`config.mk`:
```
export PLATFORM = sky130hd
export DESIGN_NAME = inst_cache
export DESIGN_NICKNAME = d
export VERILOG_FILES = /design/src/rtl/inst_cache.sv
export SDC_FILE = /design/constraint.sdc
export NUM_CORES = 1
export LEC_CHECK = 0
export ABC_AREA = 1
export BUFFER_PORTS_ARGS = -buffer_cell sky130_fd_sc_hd__clkbuf_2
export CORE_ASPECT_RATIO = 1.75
export CORE_MARGIN = 5
export CORE_UTILIZATION = 55
export CTS_BUF_LIST = sky130_fd_sc_hd__clkbuf_4 sky130_fd_sc_hd__clkbuf_8
export DETAILED_ROUTE_END_ITERATION = 12
export PLACE_DENSITY_LB_ADDON = 0.3
export SETUP_SLACK_MARGIN = 0.1
export SYNTH_ARGS = -nofsm -noshare
export SYNTH_HDL_FRONTEND = slang
export SYNTH_SLANG_ARGS = --single-unit
```
`constraint.sdc`:
```
create_clock -name CLK -period 19.2 [get_ports CLK]
set_input_delay 3.84 -clock CLK [delete_from_list [all_inputs] [get_ports CLK]]
set_output_delay 3.84 -clock CLK [all_outputs]
set_load 0.005 [all_outputs]
```
`src/rtl/inst_cache.sv`:
```
`default_nettype none
// ---------------------------------------------------------------------------
// inst_cache : direct-mapped read-only instruction cache, 16-byte lines,
//              refilled from slow memory. Optional ICACHE_STATS_EN counters.
// Revision   : 1.0
// ---------------------------------------------------------------------------
module inst_cache #(
  parameter int ADDR_W = 10,
  parameter int LINES  = 8
) (
  input  logic                CLK,
  input  logic                RESET,
  input  logic [31:0]         PC,
  output logic [31:0]         INSTRUCTION,
  output logic                BUSYWAIT,
  output logic                MEM_READ,
  output logic [ADDR_W-5:0]   MEM_ADDRESS,
  input  logic [127:0]        MEM_READDATA,
  input  logic                MEM_BUSYWAIT
`ifdef ICACHE_STATS_EN
  ,
  output logic [15:0]         HIT_COUNT,
  output logic [15:0]         MISS_COUNT
`endif
);

  localparam int IW = $clog2(LINES);
  localparam int TW = ADDR_W - 4 - IW;
  localparam int BW = ADDR_W - 4;

  typedef enum logic [1:0] {
    S_IDLE     = 2'd0,
    S_MEM_READ = 2'd1,
    S_UPDATE   = 2'd2
  } state_t;

  state_t state;
  state_t state_next;

  logic [LINES-1:0] valid;
  logic [TW-1:0]    tag_mem  [LINES];
  logic [127:0]     data_mem [LINES];
  logic [BW-1:0]    miss_addr;

  logic [IW-1:0] pc_index;
  logic [TW-1:0] pc_tag;
  logic [1:0]    pc_offset;
  logic          hit;
  logic          refill_we;
  logic [IW-1:0] fill_index;
  logic [TW-1:0] fill_tag;
  logic [127:0]  cur_line;
  logic          unused_pc_bits;

  // Bits above ADDR_W alias away; the byte-within-word bits are irrelevant.
  assign pc_offset      = PC[3:2];
  assign pc_index       = PC[3+IW:4];
  assign pc_tag         = PC[ADDR_W-1:4+IW];
  assign unused_pc_bits = ^{PC[31:ADDR_W], PC[1:0]};

  assign hit        = valid[pc_index] && (tag_mem[pc_index] == pc_tag);
  assign fill_index = miss_addr[IW-1:0];
  assign fill_tag   = miss_addr[BW-1:IW];
  assign refill_we  = (state == S_MEM_READ) && !MEM_BUSYWAIT;

  always_ff @(posedge CLK or negedge RESET) begin
    if (!RESET) begin
      state <= S_IDLE;
    end else begin
      state <= state_next;
    end
  end

  always_comb begin
    state_next = state;
    case (state)
      S_IDLE:     if (!hit) state_next = S_MEM_READ;
      S_MEM_READ: if (!MEM_BUSYWAIT) state_next = S_UPDATE;
      S_UPDATE:   state_next = S_IDLE;
      default:    state_next = S_IDLE;
    endcase
  end

  always_ff @(posedge CLK or negedge RESET) begin
    if (!RESET) begin
      valid     <= '0;
      miss_addr <= '0;
    end else begin
      if (state == S_IDLE && !hit) begin
        miss_addr <= {pc_tag, pc_index};
      end
      if (refill_we) begin
        valid[fill_index] <= 1'b1;
      end
    end
  end

  // Line storage needs no reset: the valid bits alone qualify it.
  always_ff @(posedge CLK) begin
    if (refill_we) begin
      data_mem[fill_index] <= MEM_READDATA;
      tag_mem[fill_index]  <= fill_tag;
    end
  end

  assign cur_line    = data_mem[pc_index];
  assign INSTRUCTION = RESET ? cur_line[{pc_offset, 5'b00000} +: 32] : 32'd0;
  assign BUSYWAIT    = RESET && ((state != S_IDLE) || !hit);
  assign MEM_READ    = (state == S_MEM_READ);
  assign MEM_ADDRESS = (state == S_MEM_READ) ? miss_addr : '0;

`ifdef ICACHE_STATS_EN
  always_ff @(posedge CLK or negedge RESET) begin
    if (!RESET) begin
      HIT_COUNT  <= 16'd0;
      MISS_COUNT <= 16'd0;
    end else if (state == S_IDLE) begin
      if (hit) begin
        if (HIT_COUNT != 16'hFFFF) HIT_COUNT <= HIT_COUNT + 16'd1;
      end else begin
        if (MISS_COUNT != 16'hFFFF) MISS_COUNT <= MISS_COUNT + 16'd1;
      end
    end
  end
`endif

endmodule
`default_nettype wire

```
After elaboration in Yosys (flattened, before gate mapping)
Memories as Yosys holds them, arrays and structs flattened.
Index checks and enable logic that the tools add are counted.
W data, S select, Z words.
{"block": "totals", "rom_bits": 0, "latchBits": 0, "ram_bits": 1048, "wordCells": 36, "register_bits": 16, "mem_count": 2}
{"block": "op_classes", "muxes": 11, "reduce_logical": 11, "n_shift": 1, "div_mod_pow": 0, "n_eq_ne": 4, "n_bitwise": 1, "mul": 0, "magnitude_cmp": 3, "addsub": 0}
{"name": "data_mem", "depth": 8, "word_bits": 128, "rd": 1, "rd_clocked_by_memory_dff": 0, "wr": 1, "line": "42", "text": "logic [127:0] data_mem [LINES];"}
{"name": "tag_mem", "depth": 8, "word_bits": 3, "rd": 1, "rd_clocked_by_memory_dff": 0, "wr": 1, "line": "41", "text": "logic [TW-1:0] tag_mem [LINES];"}
{"operator": "$shiftx A128 B8 Y32", "count": 1}
{"operator": "$mux W32", "count": 1}
{"operator": "$lt A3 B4 Y1 const B", "count": 2}
{"operator": "$or A8 B8 Y8", "count": 1}
{"operator": "$mux W6", "count": 1}
{"operator": "$logic_and A1 B1 Y1", "count": 5}
{"operator": "$mux W1", "count": 4}
{"operator": "$mux W2", "count": 2}
{"operator": "$ne A2 B2 Y1 const B", "count": 2}
{"operator": "$pmux W2 S2", "count": 1}
{"operator": "$bmux W1 S3", "count": 1}
{"operator": "$demux W1 S3", "count": 1}
{"operator": "$eq A3 B3 Y1", "count": 1}
{"operator": "$ge A3 B1 Y1 const B", "count": 1}
{"operator": "$eq A2 B1 Y1 const B", "count": 1}
{"operator": "$logic_not A1 Y1", "count": 2}
{"operator": "$logic_not A2 Y1", "count": 1}
{"operator": "$reduce_and A2 Y1", "count": 1}
{"operator": "$reduce_bool A2 Y1", "count": 1}
{"operator": "$logic_or A1 B1 Y1", "count": 1}

Logic depth before layout (Yosys ltp)
{"block": "logic_depth", "ltp_word": 6, "ltp_mapped": 16, "ltp_nobuf": 13}

Least setup slack after synthesis
OpenSTA, ideal clock, no wires.
{"block": "synth_path", "path_kind": "in2reg", "from": "input port MEM_BUSYWAIT", "to": "register valid[2]", "setup_ps": 144, "t_required_ps": 19056, "cell_stages": 4, "t_arrival_ps": 17538, "slack_ps": 1518, "path_cell_list": "nor2_1 > inv_1 > nor4_1 > or2_2"}
{"block": "synth_between", "elab_chain_cells": 2}
{"element": "start: declaration", "line": "19", "text": "input logic MEM_BUSYWAIT"}
{"element": "$logic_not A1 Y1"}
{"element": "$logic_and A1 B1 Y1", "line": "64", "text": "assign refill_we = (state == S_MEM_READ) && !MEM_BUSYWAIT;"}
{"element": "end signal: assignment", "line": "86", "text": "valid <= '0;"}
{"element": "end signal: indexed assignment", "line": "93", "text": "valid[fill_index] <= 1'b1;"}
{"element": "end: declaration", "line": "40", "text": "logic [LINES-1:0] valid;"}
No other way between the ends.
A chain may end at the register's enable or synchronous reset.

Worst setup path in the final report
{"block": "layout_path", "from": "input port PC[4]", "to": "output port INSTRUCTION[11]"}
{"block": "layout_between", "elab_chain_cells": 3}
{"element": "start: declaration", "line": "13", "text": "input logic [31:0] PC,"}
{"element": "$mem_v2 Z8 W128"}
{"element": "$shiftx A128 B8 Y32", "line": "107", "text": "assign INSTRUCTION = RESET ? cur_line[{pc_offset, 5'b00000} +: 32] : 32'd0;"}
{"element": "$mux W32", "line": "107"}
{"element": "end: declaration", "line": "14", "text": "output logic [31:0] INSTRUCTION,"}
No other way between the ends.

==> impl_metrics.ini <==
[power]
p_per_area_nw_per_um2 = 107.5
power_mw = 4.995
ir_worst_vdd_mv = 0.1022
p_leak_nw = 15.32

[placed_design]
hpwl_mm = 57.50
port_buffers = 178
dp_cells = 4175
gp_congestion = 0.7693

[drt]
drc = 0
wire_per_inst_microns = 24.85
via_count = 27420
final_antenna_net_count = 0
drt_iter0_markers = 3090
firstDrtPassIters = 6
wirelength_mm = 110.6
vias_per_cell = 6.163

[sta]
period_minus_slack_ns = 12.65
finalSetupTns_ns = 0
drv_slew = 0
worst_slew_pin_slew_ns = 1.243
setup_violations = 0
fmax_mhz = 79.06
rsz0062_at_grt = no
final_hold_viol_count = 0
finalCritPeriodShare = 0.6588
relSlewSlack = 0.1715
finalClockSkew_ns = 0.02865

[clocking]
cts_resized = 0
cts_num_sinks = 1064
cts_root_buf = clkbuf_8
cts_buffers = 153
cts_hold_buf = 0
cts.htree.levels = 4
clk_pin_slew_worst_paths_ns = 0.06
post-cts-setup-buffers = 0
cts_tree = built
cts.path.max_buffers = 3
insertion_delay_ns = 0.81

[grt]
grt_pass1_vias = 27240
gr-usage-all-layers = 0.2642
grt_overflow = 0
grt_pass1_wl_mm = 164.4
grt_antenna_before_repair = 23
grt_start_max_net_pins = 255

[die]
start_util = 0.5544
die_h_microns = 377.2
die_width_microns = 219.9
num_io_pins = 203
core-area_sq_um = 76450
die_area_sq_um = 82940
row_count = 134

[hold_path]
worstHoldPathType = register to register

[synthesis]
ys_seq_area_frac = 0.7519
netlist_area_sq_um = 42390
synthCells = 3169
syn_area_per_cell_sq_um = 13.38
yosysWarningCount = 0
ys_types = 30
synth_seq_cells = 1064
syn-num-nets = 3332

[final_layout]
fillers = 5780
layout_common_cells = edfxtp_1, nor2_1, o21ai_0
final_common_cell = edfxtp_1
finalNonFillerCells = 4449
drive_gt1_frac = 0.1393
area_growth_pct = 9.653
final_nets = 3473

[worst_setup_path]
worst-endpoint-required_ns = 15.36
critPathKind = input port to primary output
cp_max_fo = 222
critical_path_arrival_ns = 8.81
r2r_setup_slack_ns = 14.60
critPathLaunchType = input port
end_kind = primary output

[outcome]
run_status = completed

[flow_run]
cap_violations = 0
==> layer usage <==
layer	track usage	up-vias	routed length [microns]
met2	0.4349	1528	55050
met1	0.3457	13550	41030
met5	0	-	59
li1	-	12090	-
met4	0.1045	10	3701
met3	0.05748	247	10740
==> Yosys cell counts <==
cell type | count | share of area
nand2_4 | 1 | 0.00027
o211ai_2 | 1 | 0.00030
o21ai_0 | 413 | 0.049
clkbuf_1 | 98 | 0.0087
nor2_4 | 4 | 0.0011
nor2_2 | 6 | 0.00089
buf_4 | 44 | 0.0078
a21oi_1 | 7 | 0.00083
o21ai_1 | 101 | 0.012
inv_6 | 1 | 0.00021
inv_2 | 2 | 0.00018
nand2_2 | 1 | 0.00015
o22ai_1 | 6 | 0.00089
nor2_1 | 713 | 0.063
nand3_1 | 183 | 0.022
buf_12 | 5 | 0.0024
or2_2 | 8 | 0.0012
buf_1 | 9 | 0.00080
dfrtp_1 | 16 | 0.0094
buf_6 | 24 | 0.0064
edfxtp_1 | 1048 | 0.74
o21ai_2 | 4 | 0.00083
o211ai_1 | 127 | 0.022
nor4_1 | 8 | 0.0012
buf_2 | 45 | 0.0053
nand2_1 | 137 | 0.012
inv_1 | 36 | 0.0032
buf_8 | 4 | 0.0014
nand3b_1 | 1 | 0.00018
o221ai_1 | 116 | 0.024
==> flip-flops by register name (all words and copies together) (netlist names) <==
register   count
valid          8
data_mem    1024
state          2
miss_addr      6
tag_mem       24
==> power by group <==
group	switching (mW)	internal (mW)	total (mW)
Clock	0.814	0.876	1.69
Combinational	0.372	0.115	0.487
Sequential	0.0523	2.77	2.82
Total	1.24	3.76	4.99
==> per-stage QoR <==
| stage | instance area (sq um) | hold slack (ns) | setup WS (ns) | util |
|---|---|---|---|---|
| after floorplan | 42390 | 0.4400 | 1.518 | - |
| after CTS | 46440 | 0.4673 | 6.835 | 0.6075 |
| after detailed placement | 43600 | 0.4532 | 6.855 | 0.5703 |
| after global routing | 46460 | 0.4782 | 6.368 | 0.6078 |
| final | 46480 | 0.4674 | 6.552 | 0.6079 |
| after global placement | 43600 | 0.4514 | 7.017 | 0.5703 |
==> worst max-delay path: stages <==
cell and delay [ns]:
buf_8 0.50, buf_12 0.70, buf_4 0.91, buf_4 0.90, o21ai_0 0.30, o221ai_1 0.27
nand3_1 0.12, nand2_1 0.14, nor2_1 0.16, nor2_1 0.21, clkbuf_2 0.14
==> logic make-up after synthesis <==
logic type             count (synthesis)  synth area share
AO/OA/AOI/OAI                        775            0.1100
flip-flops                          1064            0.7519
buffers and inverters                268           0.03631
AND/OR/NAND/NOR                     1062            0.1018
==> final cells by class <==
class	instances	area [sq um]	share of cell area
diodes	13	32.53	0.0006999
clock buffers	204	2526	0.05435
clock inverters	57	314.1	0.006757
inverters	39	172.7	0.003715
multi-input cells	1837	9026	0.1942
flip-flops and latches	1064	31870	0.6857
well taps	1020	1276	0.02746
repair buffers	215	1259	0.02708
==> final timing paths <==
path / depth (start not counted) / endpoint / start
worst max-delay path: 11 / INSTRUCTION[11] / PC[4]
worst min-delay path: 1 / valid[1]$_DFFE_PN0P_ / valid[1]$_DFFE_PN0P_
worst max register to register: 8 / data_mem[3][117]$_DFFE_PP_ / state[1]$_DFFE_PN0P_
worst min register to register: 1 / valid[1]$_DFFE_PN0P_ / valid[1]$_DFFE_PN0P_
max in group asynchronous: 2 / valid[6]$_DFFE_PN0P_ / RESET
min in group asynchronous: 2 / miss_addr[5]$_DFFE_PN0P_ / RESET
(Power assumes the default switching activity.)
